$ cat config.mk
export PLATFORM = sky130hd
export DESIGN_NAME = bcast_reg
export DESIGN_NICKNAME = d
export VERILOG_FILES = /design/src/rtl/bcast_reg.sv
export SDC_FILE = /design/constraint.sdc
export NUM_CORES = 1
export LEC_CHECK = 0
export ABC_AREA = 1
export CAP_MARGIN = 0
export CORE_MARGIN = 5
export CORE_UTILIZATION = 42
export CTS_CLUSTER_SIZE = 25
export DETAILED_ROUTE_END_ITERATION = 16
export GPL_TIMING_DRIVEN = 0
export PLACE_DENSITY = 0.82
export SYNTH_ARGS = -nofsm -noshare
export SYNTH_HDL_FRONTEND = slang
export SYNTH_SLANG_ARGS = --single-unit
$ cat constraint.sdc
create_clock -name clk -period 2.6 [get_ports clk]
set_input_delay 0.52 -clock clk [delete_from_list [all_inputs] [get_ports clk]]
set_output_delay 0.52 -clock clk [all_outputs]
set_load 0.005 [all_outputs]
$ cat src/rtl/bcast_reg.sv
// Registered two-way stream broadcast. Each accepted input item is held in
// one output register per branch and delivered exactly once on each branch.
// A new item is taken only when both branches can take it, so the branches
// never drift apart by more than one item.
module bcast_reg #(
  parameter int TDIN   = 16,
  parameter bit EOT_EN = 1'b1
) (
  input  logic            clk,
  input  logic            rst,
  input  logic [TDIN-1:0] din_data,
  input  logic            din_eot,
  input  logic            din_dvalid,
  output logic            din_dready,
  output logic [TDIN-1:0] dout0_data,
  output logic            dout0_eot,
  output logic            dout0_dvalid,
  input  logic            dout0_dready,
  output logic [TDIN-1:0] dout1_data,
  output logic            dout1_eot,
  output logic            dout1_dvalid,
  input  logic            dout1_dready
);

  logic            full0, full1;
  logic [TDIN-1:0] data0, data1;
  logic            eot0, eot1;
  logic            hs0, hs1;
  logic            free0, free1;
  logic            acc;

  // Branch handshakes, per-branch space and the shared input ready.
  // Ready never looks at din_dvalid so no valid->ready loop can form.
  always_comb begin
    hs0        = full0 & dout0_dready;
    hs1        = full1 & dout1_dready;
    free0      = ~full0 | hs0;
    free1      = ~full1 | hs1;
    din_dready = free0 & free1;
    acc        = din_dvalid & din_dready;
  end

  // Branch 0 register: reload on accept (even while draining), else empty on handshake.
  always_ff @(posedge clk) begin
    if (rst) begin
      full0 <= 1'b0;
      data0 <= '0;
      eot0  <= 1'b0;
    end else if (acc) begin
      full0 <= 1'b1;
      data0 <= din_data;
      eot0  <= din_eot;
    end else if (hs0) begin
      full0 <= 1'b0;
    end
  end

  // Branch 1 register: same rules as branch 0, driven by its own handshake.
  always_ff @(posedge clk) begin
    if (rst) begin
      full1 <= 1'b0;
      data1 <= '0;
      eot1  <= 1'b0;
    end else if (acc) begin
      full1 <= 1'b1;
      data1 <= din_data;
      eot1  <= din_eot;
    end else if (hs1) begin
      full1 <= 1'b0;
    end
  end

  // Outputs come straight from the branch registers; eot is masked when not carried.
  always_comb begin
    dout0_dvalid = full0;
    dout0_data   = data0;
    dout0_eot    = eot0 & EOT_EN;
    dout1_dvalid = full1;
    dout1_data   = data1;
    dout1_eot    = eot1 & EOT_EN;
  end

endmodule

==> results of run 1 <==
==> final cells by class <==
class / instances / area [µm²]
Tap cell: 30 / 37.54
Clock inverter: 1 / 5.005
Sequential cell: 19 / 380.4
Clock buffer: 3 / 22.52
Multi-Input combinational cell: 74 / 341.6
Timing Repair Buffer: 57 / 570.5
Fill cell: 232 / 755.7
Inverter: 55 / 206.4
Buffer: 25 / 202.7
==> power groups by stage <==
stage | clock, mW | sequential [mW] | combinational (mW)
2_1_floorplan | 0 | 0.343 | 0.126
3_3_place_gp | 0 | 0.340 | 0.267
3_5_place_dp | 0 | 0.341 | 0.269
4_1_cts | 0.155 | 0.335 | 0.271
5_1_grt | 0.174 | 0.339 | 0.297
6_report | 0.147 | 0.334 | 0.267
==> synth_stat cells <==
cell,instances
nor2_1,17
buf_4,20
buf_6,3
inv_1,54
dfxtp_1,19
nand2_1,35
clkinv_1,1
nand2_2,2
nand4_1,17
a21oi_1,2
clkbuf_8,1
nand3_4,1
buf_2,1
==> cell families (layout without fill, tap and decap cells) <==
kind of cell | count (synthesis) | after routing | share of synthesized area
AOI/OAI and AO/OA | 2 | 2 | 0.008850
DFF | 19 | 19 | 0.3363
buffers and inverters | 80 | 141 | 0.3617
and+or+nand+nor | 72 | 72 | 0.2931
==> worst max-delay path, delay by kind of cell <==
kind | cells | cell delay (ns)
and+or+nand+nor | 2 | 0.14
buffers and inverters | 6 | 1.34
==> registers in the layout (all words and copies together), names as in the netlist <==
signal	cells
dout1_dvalid	1
dout1_data	16
dout1_eot	1
dout0_dvalid	1
==> layout by cell type (no fill, tap or decap) <==
cell type	synthesis	routed
clkbuf_4	0	3
buf_4	20	20
buf_2	1	1
clkinv_2	0	1
inv_1	54	54
a21oi_1	2	2
dfxtp_1	19	19
clkdlybuf4s50_1	0	57
nor2_1	17	17
nand2_1	35	35
clkinv_1	1	1
buf_6	3	3
nand3_4	1	1
nand2_2	2	2
nand4_1	17	17
clkbuf_8	1	1
==> metal layers <==
layer / vias to the layer above / share of wire / track usage
li1: 599 / - / -
met1: 471 / 0.42 / 0.1623
met2: 24 / 0.50 / 0.2481
met3: 5 / 0.056 / 0.04545
met4: 0 / 0.018 / 0.06364
met5: - / 0 / 0
==> final timing paths <==
check	cells after the start	startpoint	slack, ns	endpoint
min reg2reg	4	dout1_data[12]$_SDFFE_PP0P_	0.53	dout1_data[12]$_SDFFE_PP0P_
max reg2reg	6	dout1_dvalid$_SDFFE_PP0P_	1.57	dout1_data[4]$_SDFFE_PP0P_
max	8	dout1_dready	0.07	din_dready
min	4	dout1_data[12]$_SDFFE_PP0P_	0.53	dout1_data[12]$_SDFFE_PP0P_
==> impl_metrics.csv, run 1 <==
group,metric,value,unit
route,drcViolationCount,0,
cts,cts-resized-gates,0,
setup_path,crit_path_end_kind,"output pin",
setup_path,slowest_stage,"clkdlybuf4s50_1",
global_routing,antenna_found_initial,0,
route,postRouteWirelength,2497,µm
final_layout,drive_above_1_share,0.1368,
final_layout,post_layout_nonfiller_instances,264,
global_routing,gr-total-overflow,0,
sta,timing_hold_violations_final,0,
final_layout,fin_util,0.7004,
sta,setup_viols_final,0,
cts,cts_root_buf,"clkbuf_4",
final_layout,n_antenna_cell,0,
power,cellInternalPower,0.5463,mW
sta,timing.hold.ws,0.5288,ns
cts,clockBufferDepth,2,
sta,finalWorstPathRequiredPeriod,2.533,ns
global_routing,grt_first_pass_wirelength,4084,µm
die,effective_utilization_at_floorplan,0.4484,
sta,rsz_0062_raised_after_global_routing,"no",
placement,routabilityCongestion,0.7441,
die,floorplan.die.height,61.90,µm
power,sequentialPowerShare,0.446,
die,fp.dieArea,3831,µm²
placement,post_dp_cell_area,1739,µm²
cts,cts_max_level,1,
final_layout,design_area,1767,µm²
sta,slew_headroom,0.8587,
placement,inst_count_dp,260,
synth,average_footprint_of_a_synthesized_cell,6.538,µm²
placement,place.detailed.hpwl,1958,µm
synth,synth-seq-area-share,0.3363,
placement,pre_cts_setup_slack,0.06581,ns
final_layout,final_nets,257,
setup_path,timing.critical_path.from_type,"input pin",
cts,cts_num_sinks,19,
job,maxCapViolations,0,
power,power,0.7484,mW
route,dr.pass1.iters,4,
synth,netlist_area,1131,µm²
die,core.rowCount,18,
cts,clkSlewWorstSetupHoldPaths,0.09,ns
setup_path,cp_data_required_time,2.08,ns
global_routing,largest_net_degree_at_the_start_of_global_routing,12,
synth,synth.largest_area_cell,"dfxtp_1",
cts,hold_buffers,0,
power,power.share.combinational,0.357,
cts,insertion_delay,0.30,ns
route,dr_total_vias,1099,
setup_path,critical_path.max_fanout,10,
sta,max_freq,394.8,MHz
route,post_drt_via_cell_ratio,4.163,
power,power.switching,0.2021,mW
power,peakVddDrop,431.8,µV
power,p_clk_frac,0.197,
sta,clock_skew,0.009306,ns
status,outcome,"finished, final reports clean",
synth,ys_warn_count,0,
cts,cts_buffers,3,
synth,syn_nets,195,
die,core_area,2522,µm²
power,power.switching_fraction,0.2700,
route,drt_first_iter_violations,15,
placement,place.port_buffers,57,
sta,report.final.slew_viol_count,0,
synth,netlist_instances,173,
setup_path,worst_path_largest_cell_delay,0.49,ns
synth,ys_top_cells_by_area,"dfxtp_1 34%, inv_1 18%, buf_4 13%",
setup_path,timing.critical_path.cells,"clkdlybuf4s50_1 > inv_1 > nand2_2 > clkbuf_8 > buf_6 > nand2_1 > inv_1 > clkdlybuf4s50_1",
sta,worst_pin_slew,0.2106,ns
setup_path,cp.arrival,2.01,ns
final_layout,area_delta_synth_final,56.19,%
synth,area_fraction_of_the_dominant_cell_type_after_synthesis,0.3363,
worst_hold_path,hold_path.class,"reg -> reg",
power,power.leakage,0.9612,nW
sta,period_share,0.9743,
synth,netlist-cell-type-count,13,
setup_path,path_class,"in -> out",
die,io_pins,59,
route,wl_per_cell,9.458,µm
die,fp.dieW,61.90,µm
synth,synth.ff_latch_count,19,
cts,post-cts-setup-buffers,0,
route,postRouteAntennaNets,0,
sta,totalNegativeSetupSlack,0,ns
power,power_density_over_the_cells,423.6,nW/µm²
sta,final.setup.worst_slack,0.06686,ns
global_routing,groute.usage.overall,0.1440,
cts,tritoncts,"yes",
global_routing,grt_pass1_vias,962,
No activity file was read; power rests on OpenSTA's default activity.
==> run 2, diff against run 1 <==
- REMOVE_ABC_BUFFERS: unset -> 1
==> impl_metrics.csv, run 2 (synthesis gave the netlist of run 1 again) <==
group,metric,value,unit
status,outcome,"finished, final reports clean",
power,power.share.combinational,0.316,
sta,timing.hold.ws,0.5268,ns
die,core.rowCount,18,
sta,finalWorstPathRequiredPeriod,2.485,ns
power,peakVddDrop,247.9,µV
final_layout,multiInputGateArea,346.6,µm²
setup_path,critical_path.max_fanout,20,
cts,clkSlewWorstSetupHoldPaths,0.11,ns
final_layout,regArea,380.4,µm²
cts,cts_max_level,1,
final_layout,layout.filler_cells,237,
placement,pre_cts_setup_slack,0.08944,ns
power,cellInternalPower,0.5141,mW
cts,insertion_delay,0.30,ns
setup_path,critPathBufInv,4,
route,dr_total_vias,1030,
final_layout,fin_util,0.6255,
sta,totalNegativeSetupSlack,0,ns
sta,clock_skew,0.001811,ns
placement,place.port_buffers,58,
sta,period_share,0.9558,
die,core_area,2522,µm²
setup_path,critical-path-top-delay-family,"buffers and inverters",
route,post_drt_via_cell_ratio,4.292,
route,postRouteAntennaNets,0,
setup_path,timing.critical_path.cells,"clkdlybuf4s50_1 > inv_1 > nand2_2 > nand2_1 > inv_1 > clkdlybuf4s50_1",
global_routing,groute.usage.overall,0.1490,
power,power.leakage,0.8376,nW
global_routing,grt_pass1_vias,961,
die,io_pins,59,
sta,max_freq,402.4,MHz
placement,post_dp_cell_area,1546,µm²
final_layout,design_area,1578,µm²
die,floorplan.die.height,61.90,µm
route,postRouteWirelength,2494,µm
setup_path,cp_data_required_time,2.08,ns
route,wl_per_cell,10.39,µm
final_layout,area_delta_synth_final,39.49,%
cts,cts_buffers,3,
sta,rsz_0062_raised_after_global_routing,"no",
final_layout,largest_register_ffs,16,
final_layout,layout.cells.most_common,"clkdlybuf4s50_1",
final_layout,most-common-layout-cells,"58 x clkdlybuf4s50_1, 54 x inv_1, 35 x nand2_1",
power,power.switching,0.2022,mW
route,drcViolationCount,0,
cts,cts_root_buf,"clkbuf_4",
setup_path,crit_path_end_kind,"output pin",
final_layout,drive_above_1_share,0.02857,
global_routing,antenna_found_initial,0,
power,p_clk_frac,0.217,
die,effective_utilization_at_floorplan,0.4484,
setup_path,worst_path_largest_cell_delay,0.49,ns
cts,clockBufferDepth,2,
die,fp.dieArea,3831,µm²
route,drt_first_iter_violations,19,
placement,place.detailed.hpwl,1779,µm
route,dr.pass1.iters,6,
power,power.switching_fraction,0.2823,
sta,slew_headroom,0.5355,
sta,setup_viols_final,0,
power,power_density_over_the_cells,453.9,nW/µm²
global_routing,grt_first_pass_wirelength,4195,µm
job,maxCapViolations,0,
global_routing,gr-total-overflow,0,
sta,final.setup.worst_slack,0.1150,ns
cts,tritoncts,"yes",
setup_path,slowest_stage,"clkdlybuf4s50_1",
final_layout,final_nets,233,
setup_path,timing.critical_path.from_type,"input pin",
sta,worst_pin_slew,0.6945,ns
placement,routabilityCongestion,0.6507,
power,sequentialPowerShare,0.467,
setup_path,cp.arrival,1.97,ns
die,fp.dieW,61.90,µm
setup_path,path_class,"in -> out",
sta,report.final.slew_viol_count,0,
worst_hold_path,hold_path.class,"reg -> reg",
final_layout,n_antenna_cell,0,
sta,timing_hold_violations_final,0,
cts,cts_num_sinks,19,
global_routing,largest_net_degree_at_the_start_of_global_routing,21,
==> run 2: layout make-up <==
| cell class | instances | area share |
|---|---|---|
| inverters | 55 | 0.1308 |
| multi-input cells | 74 | 0.2197 |
| flip-flops and latches | 19 | 0.2411 |
| clock buffers | 4 | 0.01665 |
| repair buffers | 58 | 0.3680 |
| well taps | 30 | 0.02379 |
==> run 2: layer usage <==
| layer | wire [µm] | up-vias | global-route usage |
|---|---|---|---|
| met3 | 222 | 2 | 0.04545 |
| li1 | - | 553 | - |
| met5 | 0 | - | 0 |
| met1 | 1051 | 431 | 0.1781 |
| met4 | 19 | 0 | 0.05455 |
| met2 | 1200 | 44 | 0.2511 |
==> run 2: timing repair <==
| item | 4_1_cts | 5_1_grt |
|---|---|---|
| resized for setup | 0 | 1 |
| hold buffers | 0 | 0 |
| endpoints found under the setup margin | 0 | 1 |
| buffers inserted | 0 | 0 |
==> run 2: power groups by stage <==
stage / clock network (mW) / logic [mW] / registers, mW
final: 0.155 / 0.227 / 0.334
after global routing: 0.175 / 0.257 / 0.339
after CTS: 0.161 / 0.230 / 0.334
after detailed placement: 0 / 0.228 / 0.341
after global placement: 0 / 0.225 / 0.340
after floorplan: 0 / 0.0765 / 0.347
==> run 2: worst paths after layout <==
kind                                  start                    endpoint  slack, ns  cells after the start
hold / removal       dout1_eot$_SDFFE_PP0P_      dout1_eot$_SDFFE_PP0P_       0.53                      4
hold reg to reg      dout1_eot$_SDFFE_PP0P_      dout1_eot$_SDFFE_PP0P_       0.53                      4
setup reg to reg  dout0_dvalid$_SDFFE_PP0P_  dout1_data[0]$_SDFFE_PP0P_       1.33                      5
setup / recovery               dout0_dready                  din_dready       0.11                      6
==> run 2: per-stage QoR <==
step / std cells / power [mW]
floorplan: 148 / 0.4234
CTS: 240 / 0.7253
detailed placement: 236 / 0.5691
global route: 240 / 0.7711
finish: 240 / 0.7162
global placement: 236 / 0.5652
==> run 2: worst register-to-register path, cell delays in order (launching register included) <==
cell	delay (ns)
dfxtp_1	0.34
nand2_2	0.31
nand3_4	0.29
nand2_1	0.14
inv_1	0.05
nor2_1	0.10
==> run 3, diff against run 2 <==
- clock period: 2.6 -> 2.95 ns (I/O delays scaled with it)
==> impl_metrics.csv, run 3 (synthesis gave the netlist of run 1 again) <==
group,metric,value,unit
status,outcome,"finished, final reports clean",
setup_path,crit_path_end,"din_dready",
die,core_area,2522,µm²
global_routing,gr-total-overflow,0,
route,dr.pass1.iters,6,
sta,finalWorstPathRequiredPeriod,2.644,ns
final_layout,most-common-layout-cells,"58 x clkdlybuf4s50_1, 54 x inv_1, 35 x nand2_1",
setup_path,path_class,"in -> out",
placement,routabilityCongestion,0.6507,
sta,rsz_0062_raised_after_global_routing,"no",
setup_path,cp_data_required_time,2.36,ns
setup_path,r2r-end,"dout1_data[0]$_SDFFE_PP0P_",
global_routing,grt_pass1_vias,961,
final_layout,layout.filler_cells,238,
global_routing,antenna_found_initial,0,
setup_path,crit_path_end_kind,"output pin",
global_routing,grt_first_pass_wirelength,4195,µm
worst_hold_path,hold_path.class,"reg -> reg",
cts,cts_root_buf,"clkbuf_4",
route,dr_total_vias,1030,
cts,clockBufferDepth,2,
final_layout,layout.cells.most_common,"clkdlybuf4s50_1",
placement,place.detailed.hpwl,1779,µm
final_layout,final_nets,233,
sta,clock_skew,0.001811,ns
job,maxCapViolations,0,
setup_path,crit_path_start,"dout1_dready",
cts,cts-resized-gates,0,
placement,inst_count_dp,236,
final_layout,n_antenna_cell,0,
cts,clkSlewWorstSetupHoldPaths,0.11,ns
power,power_density_over_the_cells,400.8,nW/µm²
global_routing,largest_net_degree_at_the_start_of_global_routing,21,
sta,report.final.slew_viol_count,0,
power,peakVddDrop,218.4,µV
final_layout,post_layout_nonfiller_instances,240,
sta,max_freq,378.2,MHz
sta,period_share,0.8962,
die,io_pins,59,
final_layout,area_delta_synth_final,39.05,%
setup_path,worst-r2r-cell-count,5,
route,drcViolationCount,0,
cts,cts_max_level,1,
route,wl_per_cell,10.40,µm
final_layout,fin_util,0.6235,
cts,tritoncts,"yes",
die,effective_utilization_at_floorplan,0.4484,
setup_path,cp.arrival,2.05,ns
cts,hold_buffers,0,
placement,place.port_buffers,58,
cts,cts_buffers,3,
final_layout,largest_register_ffs,16,
sta,worst_pin_slew,0.6946,ns
route,postRouteAntennaNets,0,
sta,totalNegativeSetupSlack,0,ns
final_layout,drive_above_1_share,0.02857,
die,core.rowCount,18,
setup_path,critical_path.max_fanout,20,
die,fp.dieW,61.90,µm
setup_path,worstReg2RegStart,"dout1_dvalid$_SDFFE_PP0P_",
route,postRouteWirelength,2496,µm
route,drt_first_iter_violations,19,
power,power.leakage,0.8310,nW
setup_path,timing.reg2reg.setup_slack,1.67,ns
sta,setup_viols_final,0,
route,post_drt_via_cell_ratio,4.292,
cts,insertion_delay,0.30,ns
final_layout,regArea,380.4,µm²
cts,post-cts-setup-buffers,0,
sta,slew_headroom,0.5355,
setup_path,timing.critical_path.from_type,"input pin",
die,floorplan.die.height,61.90,µm
cts,cts_num_sinks,19,
die,fp.dieArea,3831,µm²
global_routing,groute.usage.overall,0.1490,
final_layout,multiInputGateArea,341.6,µm²
sta,timing_hold_violations_final,0,
[run 3: cell count changes in the layout (fill, tap and decap cells not counted)]
cell,delta
nand2_4,-1
nand2_2,+1
[run 3: worst min path at each step]
stage,from,depth (start not counted),end,slack [ns]
after floorplan,dout1_data[0]$_SDFFE_PP0P_,4,dout1_data[0]$_SDFFE_PP0P_,0.53
after global placement,dout1_eot$_SDFFE_PP0P_,4,dout1_eot$_SDFFE_PP0P_,0.51
after detailed placement,dout1_data[8]$_SDFFE_PP0P_,4,dout1_data[8]$_SDFFE_PP0P_,0.51
after CTS,dout1_data[8]$_SDFFE_PP0P_,4,dout1_data[8]$_SDFFE_PP0P_,0.53
after global routing,dout1_data[15]$_SDFFE_PP0P_,4,dout1_data[15]$_SDFFE_PP0P_,0.55
final,dout1_eot$_SDFFE_PP0P_,4,dout1_eot$_SDFFE_PP0P_,0.53
[run 3: worst max-delay path, cell delays in order]
cell and delay, ns:
clkdlybuf4s50_1 0.46, inv_1 0.04, nand2_2 0.31, nand2_1 0.10
inv_1 0.06, clkdlybuf4s50_1 0.49
[run 3: layer usage]
metal | vias up | GRT usage | routed length (µm)
met5 | - | 0 | 0
met4 | 0 | 0.05455 | 19
met3 | 2 | 0.04545 | 222
met2 | 44 | 0.2511 | 1200
met1 | 431 | 0.1781 | 1053
li1 | 553 | - | -
[run 3: metrics by stage]
step / total power [mW] / setup slack, ns / instance area [µm²] / hold WS, ns
global placement: 0.4981 / 0.3107 / 1546 / 0.5096
finish: 0.6304 / 0.3062 / 1573 / 0.5268
floorplan: 0.3731 / 1.367 / 928.4 / 0.5301
detailed placement: 0.5016 / 0.2994 / 1546 / 0.5133
CTS: 0.6393 / 0.2949 / 1573 / 0.5322
global route: 0.6787 / 0.2051 / 1573 / 0.5495
[run 3: final cells by class]
type | count | area share
Tap cell | 30 | 0.02387
Inverter | 55 | 0.1313
Timing Repair Buffer | 58 | 0.3691
Multi-Input combinational cell | 74 | 0.2172
Clock buffer | 4 | 0.01671
Sequential cell | 19 | 0.2418
[run 3: where the power goes]
group	switching, mW	total (mW)	internal [mW]	leakage [nW]
combinational	0.0783	0.199	0.121	0.658
sequential	0.0150	0.294	0.279	0.158
clock	0.0843	0.137	0.0526	0.0150
total	0.178	0.630	0.453	0.831
